**src/rtl/sr_pkg.sv**
```systemverilog
// Shared definitions for the status register: flag bit positions, ALU op codes
// and the priority decode of the active-low op lines.
package sr_pkg;

  localparam int FLAG_Z = 0;
  localparam int FLAG_C = 1;
  localparam int FLAG_V = 2;
  localparam int FLAG_N = 3;

  typedef enum logic [2:0] {
    OP_NONE,
    OP_SUM,
    OP_SUB,
    OP_MUL,
    OP_DIV,
    OP_SHL,
    OP_SHR
  } op_e;

  // Lowest-numbered asserted line wins: SUM > SUB > MUL > DIV > SHL > SHR.
  function automatic op_e decode_op(input logic sum_n, input logic sub_n,
                                    input logic mul_n, input logic div_n,
                                    input logic shl_n, input logic shr_n);
    op_e op;
    op = OP_NONE;
    if (!sum_n)      op = OP_SUM;
    else if (!sub_n) op = OP_SUB;
    else if (!mul_n) op = OP_MUL;
    else if (!div_n) op = OP_DIV;
    else if (!shl_n) op = OP_SHL;
    else if (!shr_n) op = OP_SHR;
    return op;
  endfunction

endpackage

```
**src/rtl/sr_flag_stack.sv**
```systemverilog
// LIFO of W-bit entries, DEPTH deep; reads the top entry combinationally.
// Simultaneous push and pop is a no-op; blocked push/pop raise one-cycle pulses.
module sr_flag_stack #(
  parameter int W     = 12,
  parameter int DEPTH = 4,
  localparam int LW   = $clog2(DEPTH + 1)
) (
  input  logic          clk,
  input  logic          rst_n,
  input  logic          push,
  input  logic          pop,
  input  logic [W-1:0]  wdata,
  output logic [W-1:0]  rdata,
  output logic [LW-1:0] level,
  output logic          full,
  output logic          empty,
  output logic          overflow,
  output logic          underflow
);

  localparam int IW = (DEPTH > 1) ? $clog2(DEPTH) : 1;

  logic [W-1:0]  mem [DEPTH];
  logic [LW-1:0] level_m1;
  logic [IW-1:0] wr_idx;
  logic [IW-1:0] rd_idx;
  logic          push_only;
  logic          pop_only;

  assign full      = (level == LW'(DEPTH));
  assign empty     = (level == '0);
  assign push_only = push && !pop;
  assign pop_only  = pop && !push;
  assign overflow  = push_only && full;
  assign underflow = pop_only && empty;

  // Write index is only used when not full, so level < DEPTH fits in IW bits.
  assign level_m1 = level - LW'(1);
  assign wr_idx   = level[IW-1:0];
  assign rd_idx   = level_m1[IW-1:0];
  assign rdata    = mem[rd_idx];

  always_ff @(posedge clk) begin
    if (push_only && !full) begin
      mem[wr_idx] <= wdata;
    end
  end

  always_ff @(posedge clk or negedge rst_n) begin
    if (!rst_n) begin
      level <= '0;
    end else if (push_only && !full) begin
      level <= level + LW'(1);
    end else if (pop_only && !empty) begin
      level <= level_m1;
    end
  end

endmodule

```
**src/rtl/status_reg_stack.sv**
```systemverilog
// ALU status register: latches the result, derives N/V/C/Z from the op decode,
// and saves/restores {result, flags} on a LIFO with a sticky overflow/underflow error.
module status_reg_stack
  import sr_pkg::*;
#(
  parameter int WIDTH = 8,
  parameter int DEPTH = 4,
  localparam int LW   = $clog2(DEPTH + 1)
) (
  input  logic             CLK,
  input  logic             RSTn,
  input  logic             ISUMn,
  input  logic             ISUBn,
  input  logic             IMULn,
  input  logic             IDIVn,
  input  logic             ISHLn,
  input  logic             ISHRn,
  input  logic             ESRn,
  input  logic [WIDTH-1:0] Dsrin,
  input  logic             Cin,
  input  logic             Vin,
  input  logic             PUSHn,
  input  logic             POPn,
  output logic [WIDTH-1:0] Dout,
  output logic [3:0]       FLAGS,
  output logic [LW-1:0]    LEVEL,
  output logic             FULL,
  output logic             EMPTY,
  output logic             ERR
);

  op_e              op;
  logic [3:0]       load_flags;
  logic [WIDTH+3:0] top_entry;
  logic             push_req;
  logic             pop_req;
  logic             restore;
  logic             load;
  logic             overflow;
  logic             underflow;

  assign op       = decode_op(ISUMn, ISUBn, IMULn, IDIVn, ISHLn, ISHRn);
  assign push_req = !PUSHn;
  assign pop_req  = !POPn;
  assign restore  = pop_req && !push_req && !EMPTY;
  // A lone pop request (even from an empty stack) suppresses the load.
  assign load     = !ESRn && !(pop_req && !push_req);

  always_comb begin
    load_flags         = FLAGS;
    load_flags[FLAG_Z] = (Dsrin == '0);
    load_flags[FLAG_N] = Dsrin[WIDTH-1];
    case (op)
      OP_SUM, OP_SUB: begin
        load_flags[FLAG_C] = Cin;
        load_flags[FLAG_V] = Vin;
      end
      OP_SHL, OP_SHR: begin
        load_flags[FLAG_C] = Cin;
        load_flags[FLAG_V] = 1'b0;
      end
      OP_MUL, OP_DIV: begin
        load_flags[FLAG_C] = 1'b0;
        load_flags[FLAG_V] = Vin;
      end
      default: ;
    endcase
  end

  sr_flag_stack #(
    .W     (WIDTH + 4),
    .DEPTH (DEPTH)
  ) u_stack (
    .clk       (CLK),
    .rst_n     (RSTn),
    .push      (push_req),
    .pop       (pop_req),
    .wdata     ({Dout, FLAGS}),
    .rdata     (top_entry),
    .level     (LEVEL),
    .full      (FULL),
    .empty     (EMPTY),
    .overflow  (overflow),
    .underflow (underflow)
  );

  always_ff @(posedge CLK or negedge RSTn) begin
    if (!RSTn) begin
      Dout  <= '0;
      FLAGS <= '0;
      ERR   <= 1'b0;
    end else begin
      if (restore) begin
        {Dout, FLAGS} <= top_entry;
      end else if (load) begin
        Dout  <= Dsrin;
        FLAGS <= load_flags;
      end
      if (overflow || underflow) begin
        ERR <= 1'b1;
      end
    end
  end

endmodule

```
**config.mk**
```make
export PLATFORM = sky130hd
export DESIGN_NAME = status_reg_stack
export DESIGN_NICKNAME = d
export VERILOG_FILES = /design/src/rtl/sr_pkg.sv /design/src/rtl/sr_flag_stack.sv /design/src/rtl/status_reg_stack.sv
export SDC_FILE = /design/constraint.sdc
export NUM_CORES = 1
export LEC_CHECK = 0
export BUFFER_PORTS_ARGS = -buffer_cell sky130_fd_sc_hd__buf_4
export CAP_MARGIN = 5
export CORE_AREA = 2 2 103 55
export CTS_CLUSTER_DIAMETER = 150
export DETAILED_ROUTE_END_ITERATION = 7
export DIE_AREA = 0 0 105 57
export PLACE_DENSITY = 0.86
export SYNTH_ARGS = -nofsm -noshare
export SYNTH_HDL_FRONTEND = slang
export SYNTH_HIERARCHICAL = 1
export SYNTH_SLANG_ARGS = --single-unit
```
**constraint.sdc**
```tcl
create_clock -name CLK -period 2.3 [get_ports CLK]
set_input_delay 0.115 -clock CLK [delete_from_list [all_inputs] [get_ports CLK]]
set_output_delay 0.115 -clock CLK [all_outputs]
set_load 0.01 [all_outputs]
```
==> summary.txt, run 1 <==
status = finished clean
pwr dens = 1190 nW/µm²
Sequential cell area = 1840 µm²
leak pwr = 1.33 nW
Final Wtd Congestion = 0.782
final period utilization = 89.1%
clock tree buffer depth = 2
Min Hold Slack = 0.0184 ns
PortBufs = 38
flop and latch count out of synthesis = 64
first-pass GRT wire length = 8560 µm
# IOs = 39
Die W = 105 µm
Yosys cell types = 34
Remaining DRCs = 0
routed vias/inst = 5.34
synth top area cells = edfxtp_1 52%, dfrtp_1 15%, mux4_2 6.5%
clock root buffer = clkbuf_8
Pre-antenna DRT Iters = 4
CP Data Arrival Time = 2.25 ns
hold_buf cts = 4
Gate Count Post-Synth = 164
kind of end point of the critical path = flop
Final Power = 3.97 mW
HPWL after DPL = 3700 µm
Tmin final = 2.05 ns
critical path cell sequence = inv_1 > ha_1 > ha_1 > nor3b_2 > buf_4 > mux2i_1 > o21ai_1
Seq/Total Area, Yosys = 66.8%
number of DRC markers in iteration 0 = 135
crit-path max FO = 8
area of the multi-input gates = 805 µm²
dpl ws = 0.289 ns
initial antenna violation count = 0
synth warn = 6
DRT Wirelength = 5310 µm
Die ar. = 5990 µm²
H-tree levels = 3
fillers = 370
Max Freq = 488 MHz
RSZ-0062 raised after global routing = false
CP most frequent cell = ha_1
Via Count = 1,574
skew final = 0.00657 ns
CP Launch Type = flop
share of flip-flops with an asynchronous set or reset = 25.0%
Slew @ Worst Pin = 0.528 ns
Post-Syn Area = 2760 µm²
initial core utilization = 53.2%
Post-CTS Repair Setup Buffers = 0
layout cells sized above 1 = 33.8%
Post-Route Setup TNS = 0 ns
Crit path largest cell delay = 0.39 ns
WP data required = 2.50 ns
vias in the first global route = 1,602
count of final setup violators = 0
Area growth syn-to-layout = 21.5%
clock sinks = 64
final worst slack = 0.251 ns
most numerous cell in the Yosys netlist = edfxtp_1
Clk Latency, worst-skew pair = 0.33 ns
post-synth top area share = 52.2%
Crit-path slowest cell = dfrtp_1
Post-Syn Nets = 191
critical path's top delay family = adder cells
Core Area = 5180 µm²
number of nets with antenna violations after routing = 0
WS Path Type = flop to flop
ys flop type = edfxtp_1
CP bufs+invs = 2
Post-CTS Resized = 0
Max Slew Vio Count = 0
Global Route Usage Sum = 19.7%
peak supply drop = 0.678 mV
CTS tree = yes
TritonCTS Buffers = 9
GR Overflow Total = 0
most frequent cells after synthesis = 48 x edfxtp_1, 16 x dfrtp_1, 13 x nand2_1, 12 x mux2i_1, 10 x inv_1
number of enable flip-flop cells after synthesis = 48
relative slew slack = 64.7%
min-delay worst type = primary input to flop
average routed wire per standard cell = 18.0 µm
diode count = 0
largest net degree at the start of global routing = 17
Yosys top cell by area = edfxtp_1
num rows = 19
Clock transition at path regs = 0.07 ns
Syn Area/Cell = 16.8 µm²
die height = 57 µm
max_cap viols = 0
Hold Fails Final Rpt = 0
final net count = 244
==> cell usage in the layout, fill, tap and decap left out, types with 2 or more instances in the layout <==
master and count:
a211oi_1 3, a21oi_1 4, and3_1 4, buf_4 45
clkbuf_8 9, clkinv_2 2, clkinv_4 2, clkinvlp_4 2
dfrtp_1 16, dlygate4sd3_1 4, edfxtp_1 48, ha_1 6
inv_1 10, mux2i_1 12, mux4_1 4, mux4_2 8
nand2_1 13, nor2b_1 2, nor3b_2 2, o21ai_0 3
o21ai_1 6, or4_1 2
==> area by class of cell <==
class,instances,area share (%)
Clock buffer,9,3.69
Clock inverter,7,2.16
Inverter,11,1.23
Multi-Input combinational cell,82,24.0
Sequential cell,64,54.9
Tap cell,73,2.72
Timing Repair Buffer,49,11.3
==> tightest hold or removal path, stage by stage <==
cell     delay [ns]
buf_4          0.09
nand2_1        0.04
o21ai_1        0.07
==> sequential cells by signal, indices dropped and copies added, names as in the netlist <==
name           cells
Dout               8
ERR                1
u_stack/mem       48
u_stack/level      3
FLAGS              4
==> final timing paths <==
| path | end | slack [ns] | start | cells past startpoint |
|---|---|---|---|---|
| max reg2reg | Dout[0]$_DFFE_PN0P_ | 0.25 | u_stack/level[1]$_DFFE_PN0P_ | 7 |
| min reg2reg | ERR$_DFFE_PN0P_ | 0.47 | ERR$_DFFE_PN0P_ | 1 |
| min | Dout[0]$_DFFE_PN0P_ | 0.02 | Dsrin[0] | 3 |
| min in group asynchronous | Dout[2]$_DFFE_PN0P_ | 0.20 | RSTn | 2 |
| max | Dout[0]$_DFFE_PN0P_ | 0.25 | u_stack/level[1]$_DFFE_PN0P_ | 7 |
| max in group asynchronous | Dout[6]$_DFFE_PN0P_ | 1.91 | RSTn | 2 |
==> layer usage <==
| layer | global-route usage, % | vias to the layer above | share of wire, % | routed length [µm] |
|---|---|---|---|---|
| met5 | 0 | - | 0 | 0 |
| met4 | 6.86 | 0 | 0.96 | 51 |
| met1 | 27.2 | 799 | 47 | 2480 |
| met2 | 30.5 | 33 | 48 | 2550 |
| met3 | 5.94 | 6 | 4.3 | 229 |
| li1 | - | 736 | - | - |
==> stage by stage <==
stage / instance area (µm²) / instances / util, %
after global routing: 3350 / 295 / 64.7
after global placement: 3120 / 275 / 60.1
after floorplan: 2760 / 164 / -
after CTS: 3350 / 295 / 64.7
after detailed placement: 3120 / 275 / 60.1
final: 3350 / 295 / 64.7
==> kinds of logic (layout without fill, tap and decap cells) <==
group / count (synthesis) / count (layout) / share of synthesized area [%]
flip-flops: 64 / 64 / 66.8
AND/OR/NAND/NOR: 30 / 30 / 6.39
multiplexers: 24 / 24 / 14.7
AO/OA/AOI/OAI: 21 / 21 / 5.03
buffers and inverters: 18 / 76 / 4.08
adder cells (fa/ha/maj): 6 / 6 / 2.72
XOR/XNOR: 1 / 1 / 0.318
==> where the power goes <==
group / total [mW] / switching [mW] / internal [mW] / leakage (nW)
Clock: 0.922 / 0.423 / 0.499 / 0.0952
Sequential: 1.76 / 0.195 / 1.57 / 0.629
Combinational: 1.29 / 0.640 / 0.650 / 0.610
Note: power is estimated with default switching activity, not from simulation.
==> run 2: changes to the inputs <==
--- a/config.mk
+++ b/config.mk
@@ -11,7 +11,8 @@
 export CTS_CLUSTER_DIAMETER = 150
 export DETAILED_ROUTE_END_ITERATION = 7
 export DIE_AREA = 0 0 105 57
-export PLACE_DENSITY = 0.86
+export GPL_ROUTABILITY_DRIVEN = 0
+export PLACE_DENSITY = 0.77
 export SYNTH_ARGS = -nofsm -noshare
 export SYNTH_HDL_FRONTEND = slang
 export SYNTH_HIERARCHICAL = 1
==> run 2 against run 1 <==
- final cell count is 1.0% lower
- non-clock buffer count is 3 lower
- combinational power is 3% lower
- global-route usage is 0.90 points higher
- largest power group unchanged
==> summary.txt, run 2 (same netlist as run 1, synthesis figures left out) <==
count of final setup violators = 0 (unchanged)
Clock transition at path regs = 0.07 ns (about the same)
Via Count = 1,633 (was 1,574)
final net count = 241 (was 244)
Core Area = 5180 µm² (unchanged)
CTS tree = yes (unchanged)
Die ar. = 5990 µm² (unchanged)
dpl ws = 0.317 ns (was 0.289 ns)
Area growth syn-to-layout = 21.2% (was 21.5%)
status = finished clean (unchanged)
Tmin final = 2.05 ns (about the same)
initial antenna violation count = 0 (unchanged)
clock sinks = 64 (unchanged)
num rows = 19 (unchanged)
initial core utilization = 53.2% (unchanged)
Reg with most FFs = u_stack/mem (unchanged)
Hold Fails Final Rpt = 0 (unchanged)
H-tree levels = 3 (unchanged)
layout cells sized above 1 = 32.9% (was 33.8%)
leak pwr = 1.33 nW (about the same)
pwr dens = 1200 nW/µm² (was 1190 nW/µm²)
most common cell after layout, fill and taps aside = edfxtp_1 (unchanged)
Largest register FFs = 48 (unchanged)
# IOs = 39 (unchanged)
placed cells = 273 (was 275)
first-pass GRT wire length = 8740 µm (was 8560 µm)
DRT Wirelength = 5490 µm (was 5310 µm)
final cell count without fillers = 292 (was 295)
number of nets with antenna violations after routing = 0 (unchanged)
die height = 57 µm (unchanged)
min-delay worst type = primary input to flop (unchanged)
Post-CTS Resized = 0 (unchanged)
kind of end point of the critical path = flop (unchanged)
PortBufs = 38 (unchanged)
CP Launch Type = flop (unchanged)
CP Data Arrival Time = 2.26 ns (was 2.25 ns)
Remaining DRCs = 0 (unchanged)
Regs by FF count = u_stack/mem: 48 flops, Dout: 8 flops, FLAGS: 4 flops (unchanged)
Max Slew Vio Count = 0 (unchanged)
Slew @ Worst Pin = 0.668 ns (was 0.528 ns)
diode count = 0 (unchanged)
worst reg2reg path depth = 5 (was 7)
relative slew slack = 55.5% (was 64.7%)
Critical path origin = u_stack/level[1]$_DFFE_PN0P_ (unchanged)
largest net degree at the start of global routing = 22 (was 17)
average routed wire per standard cell = 18.8 µm (was 18.0 µm)
Max Freq = 488 MHz (about the same)
WP data required = 2.51 ns (was 2.50 ns)
final period utilization = 89.1% (about the same)
WS Path Type = flop to flop (unchanged)
peak supply drop = 0.590 mV (was 0.678 mV)
GR Overflow Total = 0 (unchanged)
clock tree buffer depth = 2 (unchanged)
final worst slack = 0.251 ns (about the same)
number of DRC markers in iteration 0 = 57 (was 135)
Post-Route Setup TNS = 0 ns (unchanged)
Global Route Usage Sum = 20.6% (was 19.7%)
Clk Latency, worst-skew pair = 0.34 ns (was 0.33 ns)
clock root buffer = clkbuf_8 (unchanged)
Die W = 105 µm (unchanged)
skew final = 0.00643 ns (was 0.00657 ns)
TritonCTS Buffers = 9 (unchanged)
routed vias/inst = 5.59 (was 5.34)
HPWL after DPL = 3480 µm (was 3700 µm)
most frequent cells in the layout = 48 x edfxtp_1, 43 x buf_4, 16 x dfrtp_1, 13 x nand2_1, 12 x mux2i_1 (was 48 x edfxtp_1, 45 x buf_4, 16 x dfrtp_1, 13 x nand2_1, 12 x mux2i_1)
max_cap viols = 0 (unchanged)
reg2reg start = u_stack/level[1]$_DFFE_PN0P_ (unchanged)
hold path cells = 3 (unchanged)
Worst R2R Setup Slack = 0.25 ns (about the same)
R2R Path End = Dout[1]$_DFFE_PN0P_ (was Dout[0]$_DFFE_PN0P_)
crit-path max FO = 15 (was 8)
worst setup path end = Dout[1]$_DFFE_PN0P_ (was Dout[0]$_DFFE_PN0P_)
Pre-antenna DRT Iters = 4 (unchanged)
vias in the first global route = 1,692 (was 1,602)
RSZ-0062 raised after global routing = false (unchanged)
-- run 2: cell count changes in the layout (fill, tap and decap cells not counted) --
cell / previous run / this run
clkbuf_1: 0 / 1
clkinv_4: 2 / 1
clkinv_2: 2 / 3
buf_4: 45 / 43
dlygate4sd3_1: 4 / 3
bufinv_16: 1 / 2
clkinvlp_4: 2 / 0
-- run 2: worst max-delay path: stages (launching register included) --
cell and delay (ns):
dfrtp_1 0.39, inv_1 0.12, ha_1 0.73, mux4_2 0.41, mux2i_1 0.18, o21ai_1 0.08
-- run 2: worst min path at each step --
stage / startpoint / end / slack [ns]
final: Dsrin[0] / Dout[0]$_DFFE_PN0P_ / 0.02
after global routing: Dsrin[0] / Dout[0]$_DFFE_PN0P_ / 0.007
after CTS: Dsrin[0] / Dout[0]$_DFFE_PN0P_ / 0.0003
after detailed placement: RSTn / u_stack/level[0]$_DFFE_PN0P_ / 0.0003
after global placement: RSTn / u_stack/level[0]$_DFFE_PN0P_ / -0.006
after floorplan: RSTn / Dout[0]$_DFFE_PN0P_ / -0.18
-- run 2: final cells by class --
cell class                      instances  area [µm²]
Multi-Input combinational cell         82         805
Clock buffer                           10         128
Clock inverter                          6        83.8
Timing Repair Buffer                   46         353
Sequential cell                        64        1840
Tap cell                               73        91.3
Inverter                               11        41.3
Fill cell                             382        1840
-- run 2: through the flow --
step,hold WS [ns],area (µm²),power (mW),util (%)
2_1_floorplan,-0.181,2760,2.58,-
3_3_place_gp,-0.00597,3100,2.94,59.9
3_5_place_dp,0.000336,3100,3.01,59.9
4_1_cts,0.000294,3340,4.05,64.5
5_1_grt,0.00691,3340,4.25,64.5
6_report,0.0226,3340,4.03,64.5
-- run 2: power breakdown --
part | total [mW] | internal (mW) | leakage, nW | switching [mW]
combinational | 1.25 | 0.627 | 0.596 | 0.628
clock | 1.01 | 0.606 | 0.110 | 0.409
sequential | 1.76 | 1.57 | 0.629 | 0.189
-- run 2: layer usage --
layer  track usage [%]  part of all wire, %
met5                 0                    0
met4              9.33                 0.75
met3              7.54                  3.9
met2              33.1                   49
met1              25.6                   46
-- run 2: timing repair --
item	4_1_cts	5_1_grt
endpoints found under the hold margin	18	0
hold buffers	3	0
buffers inserted	0	0
==> run 3: changes to the inputs <==
==> constraint.sdc (replaced) <==
create_clock -name CLK -period 2 [get_ports CLK]
set_input_delay 0.1 -clock CLK [delete_from_list [all_inputs] [get_ports CLK]]
set_output_delay 0.1 -clock CLK [all_outputs]
set_load 0.01 [all_outputs]
==> run 3 against run 2 <==
- sequential cell count unchanged
- combinational power grew 20%
- critical path type unchanged
- critical path depth is 3 higher
- worst setup slack got worse by 0.092 ns
- count of clock-buffer cells in the layout unchanged
- wire length down 0.73%
- sequential power up 15%
- global-route usage shrank 0.056 points
- fmax up 11%
==> summary.txt, run 3 (same netlist as run 1, synthesis figures left out) <==
WP data required = 2.21 ns (was 2.51 ns)
first-pass GRT wire length = 8840 µm (was 8740 µm)
Clk Latency, worst-skew pair = 0.33 ns (was 0.34 ns)
routed vias/inst = 5.44 (was 5.59)
num rows = 19 (unchanged)
die height = 57 µm (unchanged)
initial antenna violation count = 0 (unchanged)
HPWL after DPL = 3520 µm (was 3480 µm)
Largest register FFs = 48 (unchanged)
relative slew slack = 64.3% (was 55.5%)
worst reg2reg path depth = 8 (was 5)
# IOs = 39 (unchanged)
CTS tree = yes (unchanged)
pwr dens = 1350 nW/µm² (was 1200 nW/µm²)
skew final = 0.00940 ns (was 0.00643 ns)
kind of end point of the critical path = flop (unchanged)
DRT Wirelength = 5450 µm (was 5490 µm)
DP Area = 3130 µm² (was 3100 µm²)
Area growth syn-to-layout = 21.9% (was 21.2%)
final period utilization = 92.0% (was 89.1%)
GR Overflow Total = 0 (unchanged)
Remaining DRCs = 0 (unchanged)
most common cell after layout, fill and taps aside = edfxtp_1 (unchanged)
Die W = 105 µm (unchanged)
Via Count = 1,606 (was 1,633)
peak supply drop = 0.786 mV (was 0.590 mV)
placed cells = 275 (was 273)
leak pwr = 1.33 nW (about the same)
Clock transition at path regs = 0.06 ns (was 0.07 ns)
max_cap viols = 0 (unchanged)
Hold Fails Final Rpt = 0 (unchanged)
final net count = 244 (was 241)
Reg with most FFs = u_stack/mem (unchanged)
largest net degree at the start of global routing = 22 (unchanged)
Pre-antenna DRT Iters = 4 (unchanged)
clock tree buffer depth = 2 (unchanged)
status = finished clean (unchanged)
number of nets with antenna violations after routing = 0 (unchanged)
Final Power = 4.55 mW (was 4.03 mW)
final instance area = 3360 µm² (was 3340 µm²)
Post-CTS Repair Setup Buffers = 0 (unchanged)
Min Hold Slack = 0.0205 ns (was 0.0226 ns)
Max Freq = 543 MHz (was 488 MHz)
Global Route Usage Sum = 20.5% (was 20.6%)
final cell count without fillers = 295 (was 292)
Tmin final = 1.84 ns (was 2.05 ns)
diode count = 0 (unchanged)
RSZ-0062 raised after global routing = false (unchanged)
CP Launch Type = flop (unchanged)
Post-Route Setup TNS = 0 ns (unchanged)
clock sinks = 64 (unchanged)
vias in the first global route = 1,646 (was 1,692)
average routed wire per standard cell = 18.5 µm (was 18.8 µm)
Slew @ Worst Pin = 0.535 ns (was 0.668 ns)
WS Path Type = flop to flop (unchanged)
CP Data Arrival Time = 2.05 ns (was 2.26 ns)
min-delay worst type = primary input to flop (unchanged)
clock root buffer = clkbuf_8 (unchanged)
Core Area = 5180 µm² (unchanged)
TritonCTS Buffers = 9 (unchanged)
most frequent cells in the layout = 48 x edfxtp_1, 44 x buf_4, 16 x dfrtp_1, 13 x nand2_1, 12 x mux2i_1 (was 48 x edfxtp_1, 43 x buf_4, 16 x dfrtp_1, 13 x nand2_1, 12 x mux2i_1)
hold path cells = 3 (unchanged)
number of DRC markers in iteration 0 = 114 (was 57)
crit-path max FO = 21 (was 15)
count of final setup violators = 0 (unchanged)
H-tree levels = 3 (unchanged)
layout cells sized above 1 = 33.8% (was 32.9%)
Die ar. = 5990 µm² (unchanged)
Max Slew Vio Count = 0 (unchanged)
PortBufs = 38 (unchanged)
initial core utilization = 53.2% (unchanged)
Regs by FF count = u_stack/mem: 48 flops, Dout: 8 flops, FLAGS: 4 flops (unchanged)
run 3: layout make-up:
cell class | count | area (µm²)
sequential | 64 | 1840
fill | 394 | 1820
multi-input combinational | 82 | 810
timing repair buffer | 49 | 390
clock buffer | 10 | 128
tap | 73 | 91.3
clock inverter | 6 | 60.1
inverter | 11 | 41.3
run 3: layer usage:
| metal | GRT usage, % | share of wire [%] | up-vias |
|---|---|---|---|
| li1 | - | - | 740 |
| met2 | 32.7 | 48 | 55 |
| met1 | 27.5 | 44 | 809 |
| met4 | 6.29 | 0.20 | 0 |
| met3 | 6.97 | 6.9 | 2 |
| met5 | 0 | 0 | - |
run 3: path summary, 6_finish.rpt:
| kind | start | to | slack [ns] |
|---|---|---|---|
| min reg2reg | ERR$_DFFE_PN0P_ | ERR$_DFFE_PN0P_ | 0.47 |
| min | Dsrin[0] | Dout[0]$_DFFE_PN0P_ | 0.02 |
| min in group asynchronous | RSTn | u_stack/level[2]$_DFFE_PN0P_ | 0.18 |
| max reg2reg | u_stack/level[1]$_DFFE_PN0P_ | FLAGS[2]$_DFFE_PN0P_ | 0.16 |
| max in group asynchronous | RSTn | FLAGS[3]$_DFFE_PN0P_ | 1.62 |
| max | u_stack/level[1]$_DFFE_PN0P_ | FLAGS[2]$_DFFE_PN0P_ | 0.16 |
run 3: metrics by stage:
stage               worst slack [ns]  util (%)
floorplan                     0.0223         -
global placement               0.140      60.4
detailed placement           0.00951      60.4
CTS                            0.177      64.9
global route                  0.0416      64.9
finish                         0.159      64.9
run 3: where the power goes:
group,internal [mW],switching [mW]
clock,0.569,0.461
combinational,0.767,0.734
sequential,1.80,0.221
run 3: worst max-delay path, cell delays in order, from the launching register on:
cell      delay [ns]
dfrtp_1         0.42
inv_1           0.13
ha_1            0.23
ha_2            0.21
nor3b_2         0.25
buf_12          0.20
a211oi_1        0.07
a21oi_1         0.14
mux2i_1         0.08
run 3: repair_timing:
item | 4_1_cts | 5_1_grt
gates resized for setup | 1 | 0
hold endpoints to repair | 19 | 0
hold buffers | 4 | 0
setup endpoints to repair | 1 | 0
